<file path="config.mk">
export PLATFORM = sky130hd
export DESIGN_NAME = seg7_scan_drv
export DESIGN_NICKNAME = d
export VERILOG_FILES = /design/src/rtl/seg7_pkg.sv /design/src/rtl/seg7_hex_dec.sv /design/src/rtl/seg7_scan_drv.sv
export SDC_FILE = /design/constraint.sdc
export NUM_CORES = 1
export LEC_CHECK = 0
export ABC_AREA = 0
export BUFFER_PORTS_ARGS = -buffer_cell sky130_fd_sc_hd__buf_2
export CAP_MARGIN = 30
export CORE_UTILIZATION = 57
export DETAILED_ROUTE_END_ITERATION = 16
export PLACE_DENSITY_LB_ADDON = 0.2
export SYNTH_ARGS = -nofsm -noshare
export SYNTH_HDL_FRONTEND = slang
export SYNTH_HIERARCHICAL = 1
export SYNTH_SLANG_ARGS = --single-unit
</file>
<file path="constraint.sdc">
create_clock -name Fg_CLK -period 2.2 [get_ports Fg_CLK]
set_input_delay 0.22 -clock Fg_CLK [delete_from_list [all_inputs] [get_ports Fg_CLK]]
set_output_delay 0.22 -clock Fg_CLK [all_outputs]
set_load 0.01 [all_outputs]
</file>
<file path="src/rtl/seg7_pkg.sv">
// seg7_pkg: shared constants and helpers for the 7-segment scan driver.
//   HEX_SEG_TBL  : 16-entry nibble -> {g,f,e,d,c,b,a} table, active-high
//   SEG_OFF      : all segments dark, active-high
//   seg7_decode(): table lookup wrapper
package seg7_pkg;

  localparam logic [6:0] SEG_OFF = 7'h00;

  localparam logic [6:0] HEX_SEG_TBL [16] = '{
    7'h3F, 7'h06, 7'h5B, 7'h4F, 7'h66, 7'h6D, 7'h7D, 7'h07,
    7'h7F, 7'h6F, 7'h77, 7'h7C, 7'h39, 7'h5E, 7'h79, 7'h71
  };

  function automatic logic [6:0] seg7_decode(input logic [3:0] nib);
    return HEX_SEG_TBL[nib];
  endfunction

endpackage

</file>
<file path="src/rtl/seg7_hex_dec.sv">
// seg7_hex_dec: combinational hex nibble to 7-segment decode (active-high).
//   nib_i : hex nibble
//   seg_o : segments {g,f,e,d,c,b,a}, 1 = lit
module seg7_hex_dec
  import seg7_pkg::*;
(
  input  logic [3:0] nib_i,
  output logic [6:0] seg_o
);

  assign seg_o = seg7_decode(nib_i);

endmodule

</file>
<file path="src/rtl/seg7_scan_drv.sv">
// seg7_scan_drv: time-multiplexed 7-segment display driver with per-digit
// blanking, blinking and decimal points.
//   Fg_CLK      : system clock
//   Ext_RESET   : asynchronous reset, active-high
//   iDigits     : hex nibbles, digit0 = [3:0] (rightmost)
//   iDp         : decimal point per digit, 1 = lit
//   iBlank      : 1 = digit permanently dark
//   iBlinkMask  : 1 = digit blinks
//   iLoad       : strobe, captures the four inputs above into shadow regs
//   oSeg / oDp  : segments {g,f,e,d,c,b,a} and decimal point, polarity per SEG_ACT_LOW
//   oDigSel     : one-hot digit enable, polarity per DIG_ACT_LOW
//   oFrameDone  : 1-cycle pulse as the last digit slot ends
module seg7_scan_drv
  import seg7_pkg::*;
#(
  parameter int unsigned NUM_DIGITS   = 4,
  parameter int unsigned SCAN_DIV     = 24000,
  parameter int unsigned GUARD        = 240,
  parameter int unsigned BLINK_FRAMES = 64,
  parameter bit          SEG_ACT_LOW  = 1'b1,
  parameter bit          DIG_ACT_LOW  = 1'b1
) (
  input  logic                    Fg_CLK,
  input  logic                    Ext_RESET,
  input  logic [4*NUM_DIGITS-1:0] iDigits,
  input  logic [NUM_DIGITS-1:0]   iDp,
  input  logic [NUM_DIGITS-1:0]   iBlank,
  input  logic [NUM_DIGITS-1:0]   iBlinkMask,
  input  logic                    iLoad,
  output logic [6:0]              oSeg,
  output logic                    oDp,
  output logic [NUM_DIGITS-1:0]   oDigSel,
  output logic                    oFrameDone
);

  localparam int unsigned PreW = $clog2(SCAN_DIV);
  localparam int unsigned IdxW = $clog2(NUM_DIGITS);
  localparam int unsigned FrmW = (BLINK_FRAMES > 1) ? $clog2(BLINK_FRAMES) : 1;

  localparam logic [PreW-1:0]       PreLast  = PreW'(SCAN_DIV - 1);
  localparam logic [PreW-1:0]       PreGuard = PreW'(GUARD);
  localparam logic [IdxW-1:0]       IdxLast  = IdxW'(NUM_DIGITS - 1);
  localparam logic [FrmW-1:0]       FrmLast  = FrmW'(BLINK_FRAMES - 1);
  localparam logic [6:0]            SegInact = {7{SEG_ACT_LOW}};
  localparam logic [NUM_DIGITS-1:0] DigInact = {NUM_DIGITS{DIG_ACT_LOW}};

  // Scan state
  logic [PreW-1:0] pre_q, pre_d;
  logic [IdxW-1:0] idx_q, idx_d;
  logic [FrmW-1:0] frm_q, frm_d;
  logic            phase_q, phase_d;  // 1 = blinking digits lit

  // Shadow registers, written only by iLoad
  logic [NUM_DIGITS-1:0][3:0] sh_dig_q, sh_dig_d;
  logic [NUM_DIGITS-1:0]      sh_dp_q, sh_dp_d;
  logic [NUM_DIGITS-1:0]      sh_blank_q, sh_blank_d;
  logic [NUM_DIGITS-1:0]      sh_blink_q, sh_blink_d;

  // Per-slot copy of the current digit; frozen for the whole slot
  logic [3:0] slot_nib_q, slot_nib_d;
  logic       slot_dp_q, slot_dp_d;
  logic       slot_blank_q, slot_blank_d;
  logic       slot_blink_q, slot_blink_d;

  // Output registers
  logic [6:0]            seg_q, seg_d;
  logic                  dp_q, dp_d;
  logic [NUM_DIGITS-1:0] dig_q, dig_d;

  logic                  slot_end;
  logic                  frame_end;
  logic [6:0]            dec_seg;
  logic [6:0]            seg_act;
  logic                  dp_act;
  logic [NUM_DIGITS-1:0] dig_act;

  seg7_hex_dec u_hex_dec (
    .nib_i (slot_nib_q),
    .seg_o (dec_seg)
  );

  assign slot_end  = (pre_q == PreLast);
  assign frame_end = slot_end && (idx_q == IdxLast);

  // Counters and blink phase
  always_comb begin
    pre_d   = pre_q + 1'b1;
    idx_d   = idx_q;
    frm_d   = frm_q;
    phase_d = phase_q;
    if (slot_end) begin
      pre_d = '0;
      idx_d = (idx_q == IdxLast) ? '0 : idx_q + 1'b1;
    end
    if (frame_end) begin
      if (frm_q == FrmLast) begin
        frm_d   = '0;
        phase_d = ~phase_q;
      end else begin
        frm_d = frm_q + 1'b1;
      end
    end
  end

  // Shadow and slot capture. The slot samples the shadow as it stands before
  // this edge, so an iLoad coinciding with slot start shows up one slot later.
  always_comb begin
    sh_dig_d   = iLoad ? iDigits    : sh_dig_q;
    sh_dp_d    = iLoad ? iDp        : sh_dp_q;
    sh_blank_d = iLoad ? iBlank     : sh_blank_q;
    sh_blink_d = iLoad ? iBlinkMask : sh_blink_q;

    slot_nib_d   = slot_nib_q;
    slot_dp_d    = slot_dp_q;
    slot_blank_d = slot_blank_q;
    slot_blink_d = slot_blink_q;
    if (pre_q == '0) begin
      slot_nib_d   = sh_dig_q[idx_q];
      slot_dp_d    = sh_dp_q[idx_q];
      slot_blank_d = sh_blank_q[idx_q];
      slot_blink_d = sh_blink_q[idx_q];
    end
  end

  // Output decode in active-high terms, then map to pin polarity. The guard
  // window at slot start keeps every digit off so the previous digit's
  // segments cannot ghost onto the next one.
  always_comb begin
    dig_act = '0;
    seg_act = SEG_OFF;
    dp_act  = 1'b0;
    if (pre_q >= PreGuard) begin
      dig_act[idx_q] = 1'b1;
      if (!(slot_blank_q || (slot_blink_q && !phase_q))) begin
        seg_act = dec_seg;
        dp_act  = slot_dp_q;
      end
    end
    seg_d = seg_act ^ SegInact;
    dp_d  = dp_act ^ SEG_ACT_LOW;
    dig_d = dig_act ^ DigInact;
  end

  always_ff @(posedge Fg_CLK or posedge Ext_RESET) begin
    if (Ext_RESET) begin
      pre_q        <= '0;
      idx_q        <= '0;
      frm_q        <= '0;
      phase_q      <= 1'b1;
      sh_dig_q     <= '0;
      sh_dp_q      <= '0;
      sh_blank_q   <= '0;
      sh_blink_q   <= '0;
      slot_nib_q   <= '0;
      slot_dp_q    <= 1'b0;
      slot_blank_q <= 1'b0;
      slot_blink_q <= 1'b0;
      seg_q        <= SegInact;
      dp_q         <= SEG_ACT_LOW;
      dig_q        <= DigInact;
    end else begin
      pre_q        <= pre_d;
      idx_q        <= idx_d;
      frm_q        <= frm_d;
      phase_q      <= phase_d;
      sh_dig_q     <= sh_dig_d;
      sh_dp_q      <= sh_dp_d;
      sh_blank_q   <= sh_blank_d;
      sh_blink_q   <= sh_blink_d;
      slot_nib_q   <= slot_nib_d;
      slot_dp_q    <= slot_dp_d;
      slot_blank_q <= slot_blank_d;
      slot_blink_q <= slot_blink_d;
      seg_q        <= seg_d;
      dp_q         <= dp_d;
      dig_q        <= dig_d;
    end
  end

  assign oSeg       = seg_q;
  assign oDp        = dp_q;
  assign oDigSel    = dig_q;
  assign oFrameDone = frame_end;

endmodule

</file>
# Word-level counts from Yosys, hierarchy flattened
# Memories as Yosys holds them, arrays and structs flattened.
# Cells that the tools add are included.
# Widths: inputs -> output; s select.
[totals]
romBits = 112
in_bits = 31
reg_bits = 71
wordCells = 61
out_inout_bits = 13
memories = 1
[mem_list]
columns = ["name", "words", "word_bits", "read_ports", "rd_clocked_by_memory_dff", "wr", "line", "rtl"]
rows = [
  ["(no name shown)", 16, 7, 1, 0, 0, "seg7_pkg.sv:15", "return HEX_SEG_TBL[nib];"],
]
[op_classes]
n_addsub = 3
eq_ne = 3
n_bitwise = 5
order_cmp = 4
n_reduce_logical = 7
mux = 20
[op_table]
columns = ["operator", "count"]
rows = [
  ["$mux 7", 4],
  ["$add 15x1->15 const B", 1],
  ["$eq 15x15->1 const B", 1],
  ["$ge 15x8->1 const B", 1],
  ["$logic_not 15->1", 1],
  ["$mux 15", 1],
  ["$bmux 4 s2", 1],
  ["$mux 4", 2],
  ["$not 7->7", 1],
  ["$add 6x1->6 const B", 1],
  ["$bmux 1 s2", 3],
  ["$eq 6x6->1 const B", 1],
  ["$mux 1", 6],
  ["$mux 6", 1],
  ["$ge 5x5->1 const B", 1],
  ["$not 4->5", 1],
  ["$not 4->4", 1],
  ["$logic_and 1x1->1", 3],
  ["$lt 2x3->1 const B", 1],
  ["$add 2x1->2 const B", 1],
  ["$demux 1 s2", 1],
  ["$eq 2x2->1 const B", 1],
  ["$ge 2x1->1 const B", 1],
  ["$mux 2", 1],
  ["4 further kinds", 5],
]

# Logic depth before layout (Yosys ltp)
# Gate-level depths: netlist of run 1.
[logic_depth]
ltp_word = 7
mapped_depth = 6
mapped_depth_nobuf = 5

# By module
# The synthesis of run 1 kept the hierarchy.
[modules_own_cells]
columns = ["mod", "area_per_inst_um2", "n_inst", "cells_each", "seq_area_each_um2"]
rows = [
  ["seg7_scan_drv", 3125.5, 1, 230, 1793.0],
  ["seg7_hex_dec", 290.3, 1, 33, 0.0],
]

# Worst setup path after synthesis of run 1
# OpenSTA, ideal clock, no wires.
[synth_timing]
path_type = "register to register"
start = "register pre_q[9]"
end = "register slot_blank_q"
path_slack_ns = 0.345
path_stages_with_launch = 6
period_less_slack_ns = 1.855
t_arrival_ns = 1.731
path_cell_list = "dfrtp_1 > or4_4 > nor4_4 > and3_1 > buf_6 > mux2_2"
[synth_via]
elab_chain_cells = 1
[synth_lines]
columns = ["item", "line", "rtl"]
rows = [
  ["start, declared", "seg7_scan_drv.sv:48", "logic [PreW-1:0] pre_q, pre_d;"],
  ["start signal, assigned", "seg7_scan_drv.sv:162", "pre_q <= pre_d;"],
  ["$logic_not 15->1", "seg7_scan_drv.sv:117", "if (pre_q == '0) begin"],
  ["end signal, assigned", "seg7_scan_drv.sv:172", "slot_blank_q <= slot_blank_d;"],
  ["end, declared", "seg7_scan_drv.sv:62", "logic slot_blank_q, slot_blank_d;"],
]
# No other way between the ends.
# A chain may end at the register's enable or synchronous reset.

# Worst setup path in the final report of run 1
[layout_timing]
start = "register pre_q[1]"
end = "output oFrameDone"
[layout_via]
elab_chain_cells = 2
[layout_lines]
columns = ["item", "line", "rtl"]
rows = [
  ["$eq 15x15->1", "seg7_scan_drv.sv:82", "assign slot_end = (pre_q == PreLast);"],
  ["$logic_and 1x1->1", "seg7_scan_drv.sv:83", "assign frame_end = slot_end && (idx_q == IdxLast);"],
  ["end, declared", "seg7_scan_drv.sv:33", "output logic oFrameDone"],
]
# No other way between the ends.

==> results of run 1 <==
-- logic make-up (layout without fill, tap and decap cells) --
logic type | after synthesis | after routing | share of synthesized area (%)
buffers and inverters | 24 | 79 | 3.19
AOI/OAI and AO/OA | 22 | 22 | 4.29
muxes | 50 | 50 | 19.5
xor gates and xnor gates | 12 | 12 | 3.08
and+or+nand+nor | 70 | 70 | 12.3
DFF | 71 | 71 | 52.5
adders and majority gates | 14 | 14 | 5.13
-- per-stage QoR --
| step | hold slack [ns] | utilization (%) |
|---|---|---|
| 2_1_floorplan | 0.368 | - |
| 3_3_place_gp | 0.328 | 65.7 |
| 3_5_place_dp | 0.331 | 65.7 |
| 4_1_cts | 0.0938 | 69.8 |
| 5_1_grt | 0.101 | 70.2 |
| 6_report | 0.0985 | 70.2 |
-- cell usage in the layout, fill, tap and decap left out, types with 2 or more instances in the layout --
cell type  instances
nor4_4             2
and2_1             2
nand3_2            2
o21ai_0            6
a21oi_1            6
clkbuf_8          10
dfstp_2           13
inv_1             11
and4_1             3
xnor2_1            6
mux2i_1            2
and3_1             4
buf_4              6
nor2_1             8
or3_1              3
mux4_2             7
dfrtp_1           57
nand2_1           20
buf_2             43
or4_4              2
nand3_1            5
mux2_2            37
xor2_1             6
nor3_1             4
bufinv_16          2
mux2_4             3
nand4_1            5
ha_1              14
-- synth_stat cells, drive strengths merged --
| cell type | count |
|---|---|
| nor4 | 2 |
| or2b | 1 |
| a21oi | 6 |
| nand3 | 7 |
| nor3b | 1 |
| inv | 12 |
| nand2b | 1 |
| xor2 | 6 |
| mux2i | 2 |
| nand2 | 21 |
| nand4bb | 1 |
| o21ai | 6 |
| dfstp | 13 |
| nor2 | 8 |
| buf | 8 |
| and4 | 3 |
| clkbuf | 4 |
| mux2 | 40 |
| or4 | 3 |
| and2 | 2 |
| o2111a | 1 |
| nor3 | 4 |
| mux4 | 8 |
| ha | 14 |
| nor2b | 1 |
| xnor2 | 6 |
| nor4b | 1 |
| o31ai | 1 |
| nand3b | 1 |
| o311ai | 1 |
| o32a | 1 |
| nand4b | 1 |
| o211ai | 1 |
| a31oi | 1 |
| a221oi | 1 |
| o41ai | 1 |
| a31o | 1 |
| or3 | 3 |
| and3 | 4 |
| nand4 | 5 |
| o31a | 1 |
| dfrtp | 58 |
-- repair_timing --
item / in CTS / in global routing
cloned: 0 / 0
setup buffers: 0 / 2
gates resized for setup: 0 / 2
endpoints found under the hold margin: 58 / 0
pin swaps: 1 / 1
hold buffers: 1 / 0
endpoints found under the setup margin: 1 / 1
-- worst paths after layout --
path | endpoint | slack (ns)
worst max-delay path | oFrameDone | 0.12
worst min-delay path | sh_blank_q[1] | 0.1
worst max register to register | slot_blank_q | 0.15
worst min register to register | oDp | 0.42
max in group asynchronous | phase_q | 1.38
min in group asynchronous | pre_q[10] | 0.51
-- flip-flops by register name, indices dropped and copies added, names as in the netlist --
| name | cells |
|---|---|
| sh_blink_q | 4 |
| phase_q | 1 |
| oDigSel | 4 |
| slot_blank_q | 1 |
| sh_blank_q | 4 |
| frm_q | 6 |
| pre_q | 15 |
| slot_dp_q | 1 |
| oDp | 1 |
| slot_blink_q | 1 |
| oSeg | 7 |
| sh_dp_q | 4 |
| sh_dig_q | 16 |
| slot_nib_q | 4 |
| idx_q | 2 |
-- area by class of cell --
| cell class | count | area, µm² |
|---|---|---|
| inverters | 12 | 45.0 |
| clock buffers | 11 | 141 |
| well taps | 72 | 90.1 |
| flip-flops and latches | 71 | 1790 |
| clock inverters | 5 | 81.3 |
| multi-input cells | 168 | 1520 |
| fillers | 410 | 1680 |
| repair buffers | 51 | 290 |
-- power by group through the flow --
| stage | Sequential (mW) | Clock (mW) | Combinational [mW] |
|---|---|---|---|
| after CTS | 1.40 | 1.17 | 0.192 |
| after floorplan | 1.41 | 0 | 0.141 |
| after global placement | 1.42 | 0 | 0.182 |
| after global routing | 1.41 | 1.22 | 0.211 |
| final | 1.40 | 1.15 | 0.188 |
| after detailed placement | 1.43 | 0 | 0.187 |
-- metal layers --
layer,vias up,global-route usage [%]
met5,-,0
met4,0,10.9
met3,9,3.77
met2,47,33.4
met1,1087,30.4
li1,1036,-
==> impl_metrics.env, run 1 <==
export IMPL_status="complete, no violations"
export IMPL_port_buffers=43
export IMPL_dieArea_um2=6310
export IMPL_grt_pass1_wl_um=10300
export IMPL_synth_area_leaders="dfrtp_1 42%, mux2_2 12%, dfstp_2 10%"
export IMPL_peakVddDrop_mv=0.426
export IMPL_startpoint="pre_q[1]"
export IMPL_drt_initial_drc_count=127
export IMPL_yosysTopAreaCell="dfrtp_1"
export IMPL_ios=44
export IMPL_seq_area_frac_synth_pct=52.5
export IMPL_r2r_start="pre_q[9]"
export IMPL_cp_data_required_time_ns=1.98
export IMPL_grt_antenna_before_repair=0
export IMPL_grt_overflow=0
export IMPL_wirelength_um=5930
export IMPL_yosysUniqueCellTypes=49
export IMPL_p_int_mw=2.14
export IMPL_combPwrFrac_pct=6.9
export IMPL_hp_class="in2reg"
export IMPL_cp_end_kind="output port"
export IMPL_cap_violations=0
export IMPL_grt_pass1_vias=2194
export IMPL_min_path_cells=2
export IMPL_routedWlPerCell_um=15.2
export IMPL_die_h_um=79.4
export IMPL_num_rows=27
export IMPL_path_max_fanout=7
export IMPL_worst_path_largest_cell_delay_ns=0.39
export IMPL_drc=0
export IMPL_path_cells="ha_1, nand3_2, nor4_4, nand2_2, inv_1, buf_2"
export IMPL_pre_cts_ws_ns=0.155
export IMPL_wl_met1_um=2760
export IMPL_slowest_stage="dfrtp_1"
export IMPL_p_total_mw=2.74
export IMPL_p_sw_mw=0.600
export IMPL_finalNonFillerCells=390
export IMPL_maxSlewViolCount=0
export IMPL_yosysWarnings=6
export IMPL_min_from="iBlank[1]"
export IMPL_fin_ws_ns=0.116
export IMPL_p_per_area_nw_per_um2=693
export IMPL_drive_gt1_share_pct=42.5
export IMPL_nets=358
export IMPL_fin_crit_ns=2.08
export IMPL_worst_path_stages=6
export IMPL_clk_latency_ns=0.35
export IMPL_gp_congestion=0.781
export IMPL_first_pass_iters=6
export IMPL_wl_met2_um=2850
export IMPL_cts_root_buf="clkbuf_8"
export IMPL_core_area_um2=5640
export IMPL_syn_inst=263
export IMPL_critPathKind="reg2out"
export IMPL_critPathLaunchType="flop"
export IMPL_top_layer="met4"
export IMPL_cts_path_max_buffers=2
export IMPL_ctsHtreeMaxLevel=3
export IMPL_vias=2179
export IMPL_skew_ns=0.00804
export IMPL_drtAntennaViolNets=0
export IMPL_clock_sinks=71
export IMPL_crit_family="simple AND/OR/NAND/NOR gates"
export IMPL_ys_ff_latch=71
export IMPL_yosysTopAreaCellShare_pct=42.5
export IMPL_clock_fmax_mhz=480
export IMPL_worst_pin_slew_ns=0.968
export IMPL_fin_crit_sh_pct=94.7
export IMPL_fin_tns_setup_ns=0
export IMPL_p_seq_share_pct=51.1
export IMPL_initial_core_util_pct=60.5
export IMPL_synth_cell_area_um2=3420
export IMPL_synth_net_count=308
export IMPL_dpl_hpwl_um=3910
export IMPL_swShare_pct=21.8
export IMPL_p_leak_nw=1.75
export IMPL_relSlewSlack_pct=35.5
export IMPL_setup_viol=0
export IMPL_die_w_um=79.4
export IMPL_avgSynthCellArea_um2=13.0
export IMPL_reg2reg_depth=4
export IMPL_area_growth_pct=16.0
export IMPL_cts_tree="done"
export IMPL_design_area_um2=3960
export IMPL_cts_buffers=9
export IMPL_p_clk_share_pct=42.1
export IMPL_post_place_cells=371
export IMPL_grt_max_degree=72
export IMPL_rsz0062_at_grt="no"
export IMPL_critPathArrivalTime_ns=1.86
export IMPL_antenna_cells=0
export IMPL_critPathBufInv=2
export IMPL_place_area_um2=3710
export IMPL_vias_per_cell=5.59
export IMPL_clk_pin_slew_ns=0.08
export IMPL_wl_met3_um=219
export IMPL_track_usage_pct=21.9
export IMPL_hold_violations=0
No activity file was read; power rests on OpenSTA's default activity.
==> run 2, diff against run 1 <==
CORE_UTILIZATION = 62   (was 57)
clock period = 2.6 ns   (was 2.2 ns; I/O delays follow)
==> run 2 against run 1 <==
Effect of this change:
- first-iteration DRC count increased by 5.5%
- register-to-register slack improved by 0.32 ns
- critical path type unchanged
- sequential power is 15% lower
- largest cell class unchanged
- via count grew 0.83%
- flip-flop and latch count unchanged
- clock skew decreased by 0.00053 ns
- combinational power is 17% lower
- clock-buffer cell count up 4
- wire length is 1.9% higher
- clock power decreased by 32%
- sequential share of layout area grew 1.1 points
- critical path depth stayed put
==> impl_metrics.env, run 2 (synthesis gave the netlist of run 1 again) <==
export IMPL_final_common_cell="dfrtp_1"
export IMPL_fin_util_pct=74.3
export IMPL_dieArea_um2=5810
export IMPL_first_pass_iters=4
export IMPL_crit_family="simple AND/OR/NAND/NOR gates"
export IMPL_die_w_um=76.2
export IMPL_track_usage_pct=23.9
export IMPL_drc=0
export IMPL_grt_overflow=0
export IMPL_grt_pass1_wl_um=10800
export IMPL_clk_latency_ns=0.34
export IMPL_design_area_um2=3870
export IMPL_setup_viol=0
export IMPL_hp_class="in2async"
export IMPL_post_place_cells=368
export IMPL_gp_congestion=0.775
export IMPL_critPathKind="reg2out"
export IMPL_vias_per_cell=5.72
export IMPL_skew_ns=0.00751
export IMPL_place_area_um2=3700
export IMPL_die_h_um=76.2
export IMPL_area_growth_pct=13.3
export IMPL_relSlewSlack_pct=27.5
export IMPL_core_area_um2=5200
export IMPL_rrSetupSlack_ns=0.47
export IMPL_drt_initial_drc_count=134
export IMPL_cts_tree="done"
export IMPL_critPathBufInv=2
export IMPL_clock_sinks=71
export IMPL_cts_root_buf="clkbuf_8"
export IMPL_reg2reg_depth=5
export IMPL_initial_core_util_pct=65.6
export IMPL_r2r_end="idx_q[0]"
export IMPL_slowest_stage="nor4_4"
export IMPL_finalNonFillerCells=384
export IMPL_ctsHtreeMaxLevel=3
export IMPL_cp_end_kind="output port"
export IMPL_vias=2197
export IMPL_peakVddDrop_mv=0.458
export IMPL_clk_pin_slew_ns=0.07
export IMPL_routedWlPerCell_um=15.7
export IMPL_rsz0062_at_grt="no"
export IMPL_ios=44
export IMPL_port_buffers=43
export IMPL_grt_antenna_before_repair=0
export IMPL_cp_data_required_time_ns=2.34
export IMPL_cts_resized_gates=0
export IMPL_cts_path_max_buffers=2
export IMPL_path_max_fanout=12
export IMPL_cap_violations=0
export IMPL_fin_crit_ns=2.38
export IMPL_maxSlewViolCount=0
export IMPL_nets=354
export IMPL_p_leak_nw=1.71
export IMPL_worst_path_stages=6
export IMPL_worst_path_largest_cell_delay_ns=0.46
export IMPL_fin_tns_setup_ns=0
export IMPL_drtAntennaViolNets=0
export IMPL_path_cells="ha_1, nand3_1, nor4_4, nand2_2, inv_1, buf_2"
export IMPL_clock_fmax_mhz=421
export IMPL_fin_crit_sh_pct=91.4
export IMPL_top_register="sh_dig_q"
export IMPL_hold_violations=0
export IMPL_startpoint="pre_q[0]"
export IMPL_dpl_hpwl_um=4140
export IMPL_antenna_cells=0
export IMPL_largest_register_ffs=16
export IMPL_grt_max_degree=72
export IMPL_cts_setup_buffers=0
export IMPL_worst_pin_slew_ns=1.09
export IMPL_crit_path_end="oFrameDone"
export IMPL_status="complete, no violations"
export IMPL_critPathArrivalTime_ns=2.12
export IMPL_critPathLaunchType="flop"
export IMPL_grt_pass1_vias=2292
export IMPL_layout_common_cells="58 x dfrtp_1, 43 x buf_2, 37 x mux2_2, 20 x nand2_1, 14 x ha_1"
export IMPL_cts_buffers=9
export IMPL_r2r_start="pre_q[0]"
export IMPL_drive_gt1_share_pct=40.4
export IMPL_holdBufCountCts=0
export IMPL_p_per_area_nw_per_um2=549
export IMPL_num_rows=26
export IMPL_wirelength_um=6040
==> run 2: layout make-up <==
cell class	instances	area [µm²]
multi-input cells	168	1510
clock buffers	15	166
clock inverters	1	5.00
flip-flops and latches	71	1790
repair buffers	47	258
fillers	378	1340
inverters	12	45.0
well taps	70	87.6
==> run 2: per-layer routing <==
metal | wire length [µm] | GRT usage [%] | up-vias
met3 | 268 | 6.11 | 9
met5 | 0 | 0 | -
li1 | - | - | 1031
met4 | 99 | 9.81 | 0
met1 | 2810 | 32.7 | 1107
met2 | 2860 | 36.7 | 50
==> run 2: worst reg2reg max path: stages (launching register included) <==
cell	delay, ns
dfrtp_1	0.41
ha_1	0.20
nand3_1	0.37
or4_4	0.68
or3_1	0.32
o21ai_0	0.08
==> run 2: power breakdown <==
part | leakage, nW | switching, mW | internal [mW] | total [mW]
Clock | 0.0877 | 0.381 | 0.399 | 0.780
Sequential | 0.861 | 0.0322 | 1.15 | 1.19
Combinational | 0.758 | 0.0629 | 0.0929 | 0.156
==> run 2: worst min path at each step <==
stage / endpoint
global route: slot_nib_q[3]
floorplan: oDp
detailed placement: slot_nib_q[3]
global placement: pre_q[5]
CTS: slot_nib_q[3]
finish: pre_q[6]
==> run 2: stage by stage <==
step / total power [mW] / worst slack (ns) / hold slack [ns]
finish: 2.12 / 0.224 / 0.00262
global route: 2.21 / 0.0211 / 0.0200
CTS: 2.14 / 0.225 / 0.00664
detailed placement: 1.37 / 0.519 / 0.367
global placement: 1.36 / 0.600 / 0.368
floorplan: 1.31 / 0.565 / 0.368
==> run 3, diff against run 2 <==
CORE_MARGIN = 4   (was default)
==> run 3 against run 2 <==
Effect of this change:
- clock power is 5.4% higher
- global-route usage is 2.2 points lower
- flip-flop and latch count stayed put
- first-iteration DRC count is 38% lower
- combinational power hardly changed
- maximum frequency is 7.2% higher
- sequential power hardly changed
- setup slack better by 0.16 ns
- critical endpoint unchanged
==> impl_metrics.env, run 3 (synthesis gave the netlist of run 1 again) <==
export IMPL_status="complete, no violations"
export IMPL_path_max_fanout=5
export IMPL_vias=2173
export IMPL_area_growth_pct=13.6
export IMPL_critPathLaunchType="flop"
export IMPL_largest_register_ffs=16
export IMPL_post_place_cells=369
export IMPL_die_w_um=82.2
export IMPL_fillers=364
export IMPL_num_rows=26
export IMPL_drive_gt1_share_pct=40.4
export IMPL_setup_viol=0
export IMPL_grt_pass1_vias=2260
export IMPL_fin_crit_sh_pct=85.3
export IMPL_top_register="sh_dig_q"
export IMPL_clock_sinks=71
export IMPL_seqCellArea_um2=1790
export IMPL_drt_initial_drc_count=83
export IMPL_wirelength_um=6170
export IMPL_cts_tree="done"
export IMPL_grt_pass1_wl_um=10800
export IMPL_cts_resized_gates=0
export IMPL_drtAntennaViolNets=0
export IMPL_nets=355
export IMPL_grt_max_degree=43
export IMPL_maxSlewViolCount=0
export IMPL_cp_end_kind="output port"
export IMPL_swShare_pct=22.2
export IMPL_skew_ns=0.00493
export IMPL_p_sw_mw=0.480
export IMPL_clock_fmax_mhz=451
export IMPL_fin_crit_ns=2.22
export IMPL_die_h_um=82.2
export IMPL_cts_setup_buffers=0
export IMPL_drc=0
export IMPL_hp_class="in2async"
export IMPL_cap_violations=0
export IMPL_cp_data_required_time_ns=2.34
export IMPL_clk_latency_ns=0.34
export IMPL_relSlewSlack_pct=29.0
export IMPL_cts_buffers=9
export IMPL_grt_overflow=0
export IMPL_p_per_area_nw_per_um2=558
export IMPL_place_area_um2=3700
export IMPL_initial_core_util_pct=65.2
export IMPL_p_total_mw=2.17
export IMPL_p_clk_share_pct=38.0
export IMPL_rsz0062_at_grt="no"
export IMPL_critPathKind="reg2out"
export IMPL_port_buffers=43
export IMPL_clk_pin_slew_ns=0.07
export IMPL_antenna_cells=0
export IMPL_p_leak_nw=1.71
export IMPL_dieArea_um2=6760
export IMPL_layout_common_cells="58 x dfrtp_1, 43 x buf_2, 37 x mux2_2, 20 x nand2_1, 14 x ha_1"
export IMPL_hold_violations=0
export IMPL_p_int_mw=1.69
export IMPL_routedWlPerCell_um=16.1
export IMPL_gp_congestion=0.798
export IMPL_cts_root_buf="clkbuf_8"
export IMPL_finalNonFillerCells=384
export IMPL_track_usage_pct=21.7
export IMPL_ctsHtreeMaxLevel=3
export IMPL_multi_input_area_um2=1510
export IMPL_holdBufCountCts=0
export IMPL_peakVddDrop_mv=0.459
export IMPL_critPathArrivalTime_ns=1.96
export IMPL_final_common_cell="dfrtp_1"
export IMPL_combPwrFrac_pct=7.2
export IMPL_first_pass_iters=5
export IMPL_worst_pin_slew_ns=1.07
export IMPL_p_seq_share_pct=54.8
export IMPL_core_area_um2=5240
export IMPL_fin_tns_setup_ns=0
export IMPL_grt_antenna_before_repair=0
export IMPL_ios=44
export IMPL_design_area_um2=3880
export IMPL_cts_path_max_buffers=2
export IMPL_dpl_hpwl_um=4370
export IMPL_fin_util_pct=74.1
export IMPL_vias_per_cell=5.66
run 3: cell count changes in the layout (fill, tap and decap cells not counted), sizes merged:
cell | previous run | this run
bufinv | 0 | 1
clkbuf | 15 | 13
buf | 47 | 48
run 3: power by group through the flow:
stage / clock (mW) / combinational, mW / sequential, mW
floorplan: 0 / 0.120 / 1.19
global placement: 0 / 0.153 / 1.20
detailed placement: 0 / 0.159 / 1.21
CTS: 0.835 / 0.160 / 1.19
global route: 0.885 / 0.176 / 1.19
finish: 0.822 / 0.157 / 1.19
run 3: worst paths after layout:
check | cells after the start | slack, ns | to | from
worst max register to register | 4 | 0.55 | slot_blink_q | pre_q[9]
max in group asynchronous | 3 | 1.90 | phase_q | Ext_RESET
worst min-delay path | 2 | 0.007 | sh_dig_q[1] | Ext_RESET
worst max-delay path | 6 | 0.38 | oFrameDone | pre_q[0]
min in group Fg_CLK | 2 | 0.15 | sh_dig_q[9] | iDigits[9]
worst min register to register | 1 | 0.40 | oDp | slot_dp_q
run 3: cell type report:
| type | count | area share, % |
|---|---|---|
| Clock buffer | 13 | 3.58 |
| Clock inverter | 2 | 0.903 |
| Inverter | 12 | 1.16 |
| Multi-Input combinational cell | 168 | 39.0 |
| Sequential cell | 71 | 46.2 |
| Tap cell | 70 | 2.26 |
| Timing Repair Buffer | 48 | 6.84 |
run 3: metrics by stage:
step	hold WS, ns	worst slack (ns)
final	0.00742	0.383
after global routing	0.0598	0.185
after floorplan	0.368	0.565
after global placement	0.381	0.619
after CTS	0.0223	0.372
after detailed placement	0.394	0.545
run 3: critical path, cell delays in order (launching register included):
cell and delay [ns]:
dfrtp_1 0.41, ha_1 0.20, nand3_1 0.23, nor4_4 0.44, nand2_2 0.15, inv_1 0.07
buf_2 0.12
run 3: layer usage:
metal / up-vias / wire length (µm) / global-route usage [%]
met3: 6 / 340 / 6.40
met2: 53 / 2960 / 33.5
li1: 1040 / - / -
met5: - / 0 / 0
met1: 1074 / 2780 / 28.2
met4: 0 / 87 / 10.1
